[src/rtl/wb_pkg.sv]
// Shared Wishbone B4 encodings, line-transfer FSM states and the
// wrap-increment helper used for burst address generation.
package wb_pkg;

    localparam logic [2:0] CTI_CLASSIC = 3'b000;
    localparam logic [2:0] CTI_INCR    = 3'b010;
    localparam logic [2:0] CTI_END     = 3'b111;

    localparam logic [1:0] BTE_LINEAR = 2'b00;
    localparam logic [1:0] BTE_WRAP4  = 2'b01;
    localparam logic [1:0] BTE_WRAP8  = 2'b10;
    localparam logic [1:0] BTE_WRAP16 = 2'b11;

    typedef enum logic {
        IDLE,
        BUS
    } state_t;

    // Bits inside the mask advance by one word; bits outside stay fixed.
    function automatic logic [31:0] wrap_inc(
        input logic [31:0] addr,
        input logic [1:0]  bte
    );
        logic [31:0] m;
        unique case (bte)
            BTE_WRAP4:  m = 32'h0000_000C;
            BTE_WRAP8:  m = 32'h0000_001C;
            BTE_WRAP16: m = 32'h0000_003C;
            default:    m = 32'hFFFF_FFFC;
        endcase
        return (addr & ~m) | ((addr + 32'd4) & m);
    endfunction

endpackage

[src/rtl/wb_line_xfer_if.sv]
// Wishbone B4 master-side bus bundle for the line transfer block.
interface wb_line_xfer_if;

    logic [31:0] wbm_addr;
    logic [31:0] wbm_dat_w;
    logic [31:0] wbm_dat_r;
    logic [3:0]  wbm_sel;
    logic        wbm_cyc;
    logic        wbm_stb;
    logic [2:0]  wbm_cti;
    logic [1:0]  wbm_bte;
    logic        wbm_we;
    logic        wbm_ack;
    logic        wbm_err;

    modport master (
        output wbm_addr, wbm_dat_w, wbm_sel, wbm_cyc, wbm_stb,
        output wbm_cti, wbm_bte, wbm_we,
        input  wbm_dat_r, wbm_ack, wbm_err
    );

    modport slave (
        input  wbm_addr, wbm_dat_w, wbm_sel, wbm_cyc, wbm_stb,
        input  wbm_cti, wbm_bte, wbm_we,
        output wbm_dat_r, wbm_ack, wbm_err
    );

endinterface

[src/rtl/wb_line_xfer.sv]
// Cache line refill/writeback Wishbone burst master, critical word first.
// Define WB_LINE_XFER_CLASSIC_EN for classic single cycles instead of bursts.
module wb_line_xfer
    import wb_pkg::*;
#(
    parameter  int LINE_WORDS = 8,
    localparam int IW         = $clog2(LINE_WORDS)
) (
    input  logic                     clk,
    input  logic                     rst,
    input  logic                     req_valid,
    output logic                     req_ready,
    input  logic                     req_we,
    input  logic [31:0]              req_addr,
    input  logic [32*LINE_WORDS-1:0] req_line,
    output logic                     rsp_valid,
    output logic [IW-1:0]            rsp_idx,
    output logic [31:0]              rsp_data,
    output logic                     done,
    output logic                     err,
    wb_line_xfer_if.master           wb
);

`ifdef WB_LINE_XFER_CLASSIC_EN
    localparam bit CLASSIC = 1'b1;
`else
    localparam bit CLASSIC = 1'b0;
`endif

    localparam logic [1:0] BTE_LINE =
        (LINE_WORDS == 4) ? BTE_WRAP4 :
        (LINE_WORDS == 8) ? BTE_WRAP8 : BTE_WRAP16;
    localparam logic [1:0]    BUS_BTE = CLASSIC ? BTE_LINEAR : BTE_LINE;
    localparam logic [IW-1:0] LAST    = IW'(LINE_WORDS - 1);
    localparam logic [31:0]   LMASK   = 32'(LINE_WORDS * 4 - 1);

    state_t                        state;
    logic                          we_q;
    logic [LINE_WORDS-1:0][31:0]   line_q;
    logic [IW-1:0]                 beat;
    logic [31:0]                   start;
    logic [31:0]                   nxt;
    logic [IW-1:0]                 start_idx;
    logic [IW-1:0]                 idx;
    logic [IW-1:0]                 nidx;
    logic                          ack;

    function automatic logic [2:0] cti_for(input logic [IW-1:0] b);
        if (CLASSIC) return CTI_CLASSIC;
        return (b == LAST) ? CTI_END : CTI_INCR;
    endfunction

    always_comb begin
        start     = req_we ? (req_addr & ~LMASK) : {req_addr[31:2], 2'b00};
        start_idx = start[IW+1:2];
        nxt       = wrap_inc(wb.wbm_addr, BTE_LINE);
        idx       = wb.wbm_addr[IW+1:2];
        nidx      = nxt[IW+1:2];
        ack       = wb.wbm_ack & wb.wbm_stb;
    end

    assign req_ready = (state == IDLE);
    assign wb.wbm_sel = 4'hF;

    always_ff @(posedge clk or posedge rst) begin
        if (rst) begin
            state        <= IDLE;
            we_q         <= 1'b0;
            line_q       <= '0;
            beat         <= '0;
            rsp_valid    <= 1'b0;
            rsp_idx      <= '0;
            rsp_data     <= '0;
            done         <= 1'b0;
            err          <= 1'b0;
            wb.wbm_addr  <= '0;
            wb.wbm_dat_w <= '0;
            wb.wbm_cyc   <= 1'b0;
            wb.wbm_stb   <= 1'b0;
            wb.wbm_cti   <= CTI_CLASSIC;
            wb.wbm_bte   <= BTE_LINEAR;
            wb.wbm_we    <= 1'b0;
        end else begin
            rsp_valid <= 1'b0;
            done      <= 1'b0;
            err       <= 1'b0;
            unique case (state)
                IDLE: begin
                    if (req_valid) begin
                        state        <= BUS;
                        we_q         <= req_we;
                        line_q       <= req_line;
                        beat         <= '0;
                        wb.wbm_addr  <= start;
                        wb.wbm_dat_w <= req_line[32*start_idx +: 32];
                        wb.wbm_cyc   <= 1'b1;
                        wb.wbm_stb   <= 1'b1;
                        wb.wbm_we    <= req_we;
                        wb.wbm_cti   <= cti_for('0);
                        wb.wbm_bte   <= BUS_BTE;
                    end
                end
                BUS: begin
                    // err takes priority over a simultaneous ack
                    if (wb.wbm_err) begin
                        state      <= IDLE;
                        wb.wbm_cyc <= 1'b0;
                        wb.wbm_stb <= 1'b0;
                        wb.wbm_we  <= 1'b0;
                        wb.wbm_cti <= CTI_CLASSIC;
                        wb.wbm_bte <= BTE_LINEAR;
                        done       <= 1'b1;
                        err        <= 1'b1;
                    end else if (ack) begin
                        rsp_valid <= ~we_q;
                        rsp_data  <= wb.wbm_dat_r;
                        rsp_idx   <= idx;
                        if (beat == LAST) begin
                            state      <= IDLE;
                            wb.wbm_cyc <= 1'b0;
                            wb.wbm_stb <= 1'b0;
                            wb.wbm_we  <= 1'b0;
                            wb.wbm_cti <= CTI_CLASSIC;
                            wb.wbm_bte <= BTE_LINEAR;
                            done       <= 1'b1;
                        end else begin
                            beat         <= beat + IW'(1);
                            wb.wbm_addr  <= nxt;
                            wb.wbm_dat_w <= line_q[nidx];
                            wb.wbm_cti   <= cti_for(beat + IW'(1));
                            if (CLASSIC) wb.wbm_stb <= 1'b0;
                        end
                    end else if (!wb.wbm_stb) begin
                        wb.wbm_stb <= 1'b1;
                    end
                end
            endcase
        end
    end

endmodule
[src/flat_wrapper.sv]
// flat-port wrapper written by rule: the top's interface ports become plain ports
module wb_line_xfer_flat import wb_pkg::*;
#(
    parameter  int LINE_WORDS = 8,
    localparam int IW         = $clog2(LINE_WORDS)
)
  (clk, rst, req_valid, req_ready, req_we, req_addr, req_line, rsp_valid, rsp_idx, rsp_data, done, err, wb_wbm_addr, wb_wbm_dat_w, wb_wbm_sel, wb_wbm_cyc, wb_wbm_stb, wb_wbm_cti, wb_wbm_bte, wb_wbm_we, wb_wbm_dat_r, wb_wbm_ack, wb_wbm_err);
  wb_line_xfer_if wb_i ();
  input  logic clk;
  input  logic rst;
  input  logic req_valid;
  output logic req_ready;
  input  logic req_we;
  input  logic [31:0] req_addr;
  input  logic [32*LINE_WORDS-1:0] req_line;
  output logic rsp_valid;
  output logic [IW-1:0] rsp_idx;
  output logic [31:0] rsp_data;
  output logic done;
  output logic err;
  output wire logic [$bits(wb_i.wbm_addr)-1:0] wb_wbm_addr;
  output wire logic [$bits(wb_i.wbm_dat_w)-1:0] wb_wbm_dat_w;
  output wire logic [$bits(wb_i.wbm_sel)-1:0] wb_wbm_sel;
  output wire logic [$bits(wb_i.wbm_cyc)-1:0] wb_wbm_cyc;
  output wire logic [$bits(wb_i.wbm_stb)-1:0] wb_wbm_stb;
  output wire logic [$bits(wb_i.wbm_cti)-1:0] wb_wbm_cti;
  output wire logic [$bits(wb_i.wbm_bte)-1:0] wb_wbm_bte;
  output wire logic [$bits(wb_i.wbm_we)-1:0] wb_wbm_we;
  input wire logic [$bits(wb_i.wbm_dat_r)-1:0] wb_wbm_dat_r;
  input wire logic [$bits(wb_i.wbm_ack)-1:0] wb_wbm_ack;
  input wire logic [$bits(wb_i.wbm_err)-1:0] wb_wbm_err;
  assign wb_wbm_addr = wb_i.wbm_addr;
  assign wb_wbm_dat_w = wb_i.wbm_dat_w;
  assign wb_wbm_sel = wb_i.wbm_sel;
  assign wb_wbm_cyc = wb_i.wbm_cyc;
  assign wb_wbm_stb = wb_i.wbm_stb;
  assign wb_wbm_cti = wb_i.wbm_cti;
  assign wb_wbm_bte = wb_i.wbm_bte;
  assign wb_wbm_we = wb_i.wbm_we;
  assign wb_i.wbm_dat_r = wb_wbm_dat_r;
  assign wb_i.wbm_ack = wb_wbm_ack;
  assign wb_i.wbm_err = wb_wbm_err;
  wb_line_xfer #(.LINE_WORDS(LINE_WORDS)) u_core (.clk(clk), .rst(rst), .req_valid(req_valid), .req_ready(req_ready), .req_we(req_we), .req_addr(req_addr), .req_line(req_line), .rsp_valid(rsp_valid), .rsp_idx(rsp_idx), .rsp_data(rsp_data), .done(done), .err(err), .wb(wb_i));
endmodule
[config.mk]
export PLATFORM = sky130hd
export DESIGN_NAME = wb_line_xfer_flat
export DESIGN_NICKNAME = d
export VERILOG_FILES = /design/src/rtl/wb_pkg.sv /design/src/rtl/wb_line_xfer_if.sv /design/src/rtl/wb_line_xfer.sv /design/src/flat_wrapper.sv
export SDC_FILE = /design/constraint.sdc
export NUM_CORES = 1
export LEC_CHECK = 0
export BUFFER_PORTS_ARGS = -buffer_cell sky130_fd_sc_hd__buf_2
export CORE_MARGIN = 5
export CORE_UTILIZATION = 35
export CTS_BUF_LIST = sky130_fd_sc_hd__clkbuf_4
export DETAILED_ROUTE_END_ITERATION = 10
export PLACE_DENSITY = 0.65
export SETUP_SLACK_MARGIN = 0.1
export SLEW_MARGIN = 10
export SYNTH_ARGS = -nofsm -noshare
export SYNTH_HDL_FRONTEND = slang
export SYNTH_SLANG_ARGS = --single-unit
[constraint.sdc]
create_clock -name clk -period 17.2 [get_ports clk]
set_clock_uncertainty 0.2 [all_clocks]
set_input_delay 2.58 -clock clk [delete_from_list [all_inputs] [get_ports clk]]
set_output_delay 2.58 -clock clk [all_outputs]
set_load 0.01 [all_outputs]
Word level (Yosys, flattened, before mapping)
Index checks and enable logic that the tools add are counted.
Operators by class
  add/sub/neg operators: 2
  magnitude comparators: 1
  equality and inequality tests: 9
  shift operators: 1
  multiplexer cells: 53
  bitwise gates (word level): 5
  reduce and logical (&&, ||, !) cells: 6
Operators by type and width (number)
  $mux 32: 9
  $shiftx 256x9->32: 1
  $pmux 32 s2: 2
  $bmux 32 s3: 1
  $or 32x5->32: 1
  $mux 3: 9
  $mux 1: 20
  $pmux 3 s2: 2
  $mux 2: 4
  $ne 2x2->1 const B: 4
  $pmux 1 s2: 4
  $eq 3x3->1 const B: 2
  $ne 3x3->1 const B: 2
  $reduce_and 2->1: 3
  $reduce_and 3->1: 2
  $add 5x3->5 const B: 1
  $mux 5: 1
  $lt 3x4->1 const B: 1
  $ne 4x4->1 const B: 1
  $pmux 2 s2: 1
  $reduce_and 4->1: 1
  $add 3x1->3 const B: 1
  $not 1->1: 3
  $and 1x1->1: 1
Storage, ports and cells
  bits in registers: 371
  input port bits: 326
  output and inout port bits: 115
  logic and storage cells: 100

Longest topological paths before layout
  depth after elaboration: 8
  mapped depth: 8
  depth with buffers taken out: 6

Least setup slack after synthesis
Ideal clock, no wire load.
  path type: input to register
  from: input req_addr[2]
  to: register u_core.wb.wbm_dat_w[0]
  setup time: 131 ps
  data arrival time: 3810 ps
  data required time: 16869 ps
  path slack: 13060 ps
  cell stages on the path: 7
  path buffers: 3
  cells stage by stage: clkbuf_1 -> nor2b_1 -> buf_2 -> buf_2 -> mux2_2 -> o211ai_1 -> a31oi_1
Between the ends
  cells in the longest elaborated chain, start to end: 4
Ends and longest elaborated chain
  from (decl): line flat_wrapper.sv:14  | input logic [31:0] req_addr;
  $mux 5: line wb_line_xfer.sv:54  | start = req_we ? (req_addr & ~LMASK) : {req_addr[31:2], 2'b00};
  $shiftx 256x9->32: line wb_line_xfer.sv:95  | wb.wbm_dat_w <= req_line[32*start_idx +: 32];
  $mux 32: line wb_line_xfer.sv:89  | if (req_valid) begin
  $pmux 32 s2: line wb_line_xfer.sv:87  | unique case (state)
  to (signal assigned): line wb_line_xfer.sv:95
  to (signal assigned): line wb_line_xfer.sv:129  | wb.wbm_dat_w <= line_q[nidx];
  to (decl): line wb_line_xfer_if.sv:17  | output wbm_addr, wbm_dat_w, wbm_sel, wbm_cyc, wbm_stb,
No other way between the ends. The select of a mux whose other input is x is not followed.
A chain may end at the register's enable or synchronous reset.

Final worst setup path
  from: register u_core.state
  to: output req_ready
Between the ends
  cells in the longest elaborated chain, start to end: 1
Ends and longest elaborated chain
  from (decl): line wb_line_xfer.sv:37  | state_t state;
  from (signal assigned): line wb_line_xfer.sv:67  | state <= IDLE;
  from (signal assigned): line wb_line_xfer.sv:90  | state <= BUS;
  from (signal assigned): line wb_line_xfer.sv:106  | state <= IDLE;
  $not 1->1 (no source line)
  to (decl): line flat_wrapper.sv:12  | output logic req_ready;
No other way between the ends.

==> results.yml <==
outcome:
  status: "finished clean"
floorplan:
  die_w_um: 237.6
  fp.coreArea_um2: 51300
  ios: 441
  fp-row-count: 83
  initial_utilization_pct: 35.33
  design.die.area_um2: 56440
  die_h_um: 237.6
global_routing:
  first_global_vias: 16370
  antenna_found_initial: 11
  grt_usage_pct: 20.17
  grt_max_degree: 190
  grt_pass1_wl_um: 90890
  grt.overflow.total: 0
detailed_routing:
  drt-total-wl_um: 58090
  viasPerCell: 5.071
  drc_errors: 0
  ant_nets: 0
  drt_first_pass_iters: 7
  drt_iter0_markers: 1329
  wl_per_cell_um: 18.31
  vias: 16080
power_and_ir_drop:
  power.density_nw_per_um2: 174.2
  leakage_nw: 11.55
  peakVddDrop_mv: 0.08581
synth:
  netlist.top_cell.by_area: "dfrtp_1"
  synth_area_leaders: "dfrtp_1, nand2_1, mux4_2, mux2_2, mux2i_1"
  synth_edf_count: 0
  async_flop_share_pct: 100.0
  seq_area_frac_synth_pct: 50.53
  postSynth.topFlopCell: "dfrtp_1"
  yosys.cell_types.count: 37
  syn_area_per_cell_um2: 9.127
  synthCells: 1986
  yosysWarnings: 0
  syn-cell-area_um2: 18130
  synth_top_area_share_pct: 50.53
  synth_seq_cells: 366
critical_path:
  crit_arrival_ps: 2530
  crit_required_ps: 14420
  cp-start-kind: "register"
  critPathSlowestCell: "dfrtp_4"
  worstPathMaxFanout: 80
  path_cells: "inv_1 > buf_2"
  path_class: "register to output port"
  reg2regPathDepth: 5
  slowest_delay_ps: 1100
  end_kind: "output port"
placed_design:
  gp_congestion: 0.8273
  port_buffers: 431
  hpwl_um: 38150
  place_area_um2: 20790
  dp.cells: 2974
clock_network:
  cts_root_buffer: "clkbuf_4"
  cts_tree: "built"
  cts.sinks: 366
  clock_latency_ps: 850
  cts_setup_buffers: 0
  cts_buffer_depth: 3
  h-tree-depth: 3
  cts_hold_buffers: 0
  cts_resized: 0
  clkTransAtPathRegs_ps: 60
  cts_inserted_buffers: 101
sta:
  slew_viol_final: 0
  finalCriticalPeriod_ps: 5308
  holdWs_ps: 231.8
  rsz0062_at_grt: "no"
  max_slew_margin_pct: 26.02
  fin_crit_sh_pct: 30.86
  finalHoldViolCount: 0
  worst_slew_pin_slew_ps: 1110
  fmax_mhz: 188.4
  fin_tns_setup_ps: 0
  finalSetupViolCount: 0
layout:
  syn_to_final_growth_pct: 22.08
  utilization_pct: 43.13
  fill_cells: 5115
  nets: 2728
  layoutNonFillerInstCount: 3172
  final_area_um2: 22130
  drive_above_1_share_pct: 30.38
worst_hold_path:
  whs_path_depth: 1
  hold_path_class: "register to register"
run:
  cap_violations: 0
==> synth_stat cells (2+ instances only) <==
cell,count
a311oi_1,31
dfrtp_1,366
nor2_1,46
buf_2,36
a31oi_1,34
buf_6,3
a21oi_1,4
nand2b_1,2
inv_1,7
mux2i_1,64
nand2_1,1023
mux4_2,65
mux2_2,62
conb_1,2
nor2b_1,4
ha_1,5
buf_4,11
and3_1,31
o21ai_0,9
o211ai_1,63
clkbuf_1,95
nand3_1,2
buf_1,7
==> per-layer routing <==
metal / share of wire [%] / vias to the layer above / routed length [µm] / global-route usage (%)
li1: - / 7462 / - / -
met1: 42 / 7814 / 24110 / 26.53
met2: 48 / 674 / 27670 / 32.35
met3: 7.7 / 132 / 4490 / 4.989
met4: 3.1 / 2 / 1799 / 7.889
met5: 0.022 / - / 13 / 0
==> critical path: cells and delay by family (launching register included) <==
| kind | cells | cell delay (ps) |
|---|---|---|
| buffers and inverters | 2 | 580 |
| DFF | 1 | 1100 |
==> cells in the final DEF, fill, tap and decap left out, types with 3 or more instances in the layout <==
cell type  synthesis  layout
a21oi_1            4       3
a311oi_1          31      31
a31oi_1           34      34
and3_1            31      31
buf_2             36     430
buf_4             11      24
clkbuf_4           0     143
clkinv_1           0      28
clkinv_2           0       7
conb_1             2       7
dfrtp_1          366     364
diode_2            0      13
ha_1               5       4
inv_1              7       6
mux2_2            62      62
mux2i_1           64      64
mux4_2            65      65
nand2_1         1023    1023
nor2_1            46      46
nor2b_4            0       3
o211ai_1          63      63
o21ai_0            9       8
==> path summary, 6_finish.rpt <==
check                                         from                              to  slack [ps]
setup / recovery            u_core.state$_DFF_PP0_                       req_ready       11890
hold / removal             u_core.we_q$_DFFE_PP0P_      u_core.rsp_valid$_DFF_PP0_         230
setup reg to reg            u_core.state$_DFF_PP0_    u_core.line_q[9]$_DFFE_PP0P_       13330
hold reg to reg            u_core.we_q$_DFFE_PP0P_      u_core.rsp_valid$_DFF_PP0_         230
max in group asynchronous                      rst  u_core.line_q[226]$_DFFE_PP0P_       12740
min in group asynchronous                      rst  u_core.line_q[181]$_DFFE_PP0P_        1590
==> cell type report <==
type / instances / area [µm²] / area share (%)
clock inverters: 42 / 234.0 / 1.057
well taps: 680 / 850.8 / 3.845
diodes: 13 / 32.53 / 0.1470
flip-flops and latches: 366 / 9166 / 41.42
clock buffers: 143 / 1074 / 4.852
multi-input cells: 1466 / 8384 / 37.89
inverters: 7 / 33.78 / 0.1527
repair buffers: 455 / 2352 / 10.63
==> flip-flops by register name, indices dropped and copies added (netlist names), 2 cells and up <==
register,cells
u_core.beat,3
u_core.wb.wbm_addr,30
u_core.wb.wbm_dat_w,32
u_core.line_q,256
u_core.wb.wbm_cti,2
u_core.rsp_data,32
u_core.rsp_idx,3
==> through the flow <==
| step | power (mW) | setup slack, ps |
|---|---|---|
| global route | 4.148 | 11710 |
| detailed placement | 3.082 | 11150 |
| CTS | 3.907 | 11780 |
| global placement | 3.021 | 11160 |
| floorplan | 2.548 | 4260 |
| finish | 3.854 | 11890 |
==> logic make-up (layout without fill, tap and decap cells) <==
| kind of cell | Yosys count | after routing | share of synthesized area, % |
|---|---|---|---|
| adders and majority gates | 5 | 5 | 0.3451 |
| xor gates and xnor gates | 2 | 2 | 0.09666 |
| AOI/OAI and AO/OA | 148 | 148 | 5.957 |
| buffers and inverters | 159 | 647 | 3.893 |
| other | 2 | 20 | 0.04143 |
| DFF | 366 | 366 | 50.53 |
| muxes | 191 | 191 | 15.46 |
| and+or+nand+nor | 1113 | 1113 | 23.68 |
==> where the power goes <==
group	internal [mW]	leakage (nW)	switching, mW
clock	0.416	0.779	0.385
combinational	0.684	6.26	0.820
sequential	1.28	4.51	0.266
Note: power is estimated with default switching activity, not from simulation.
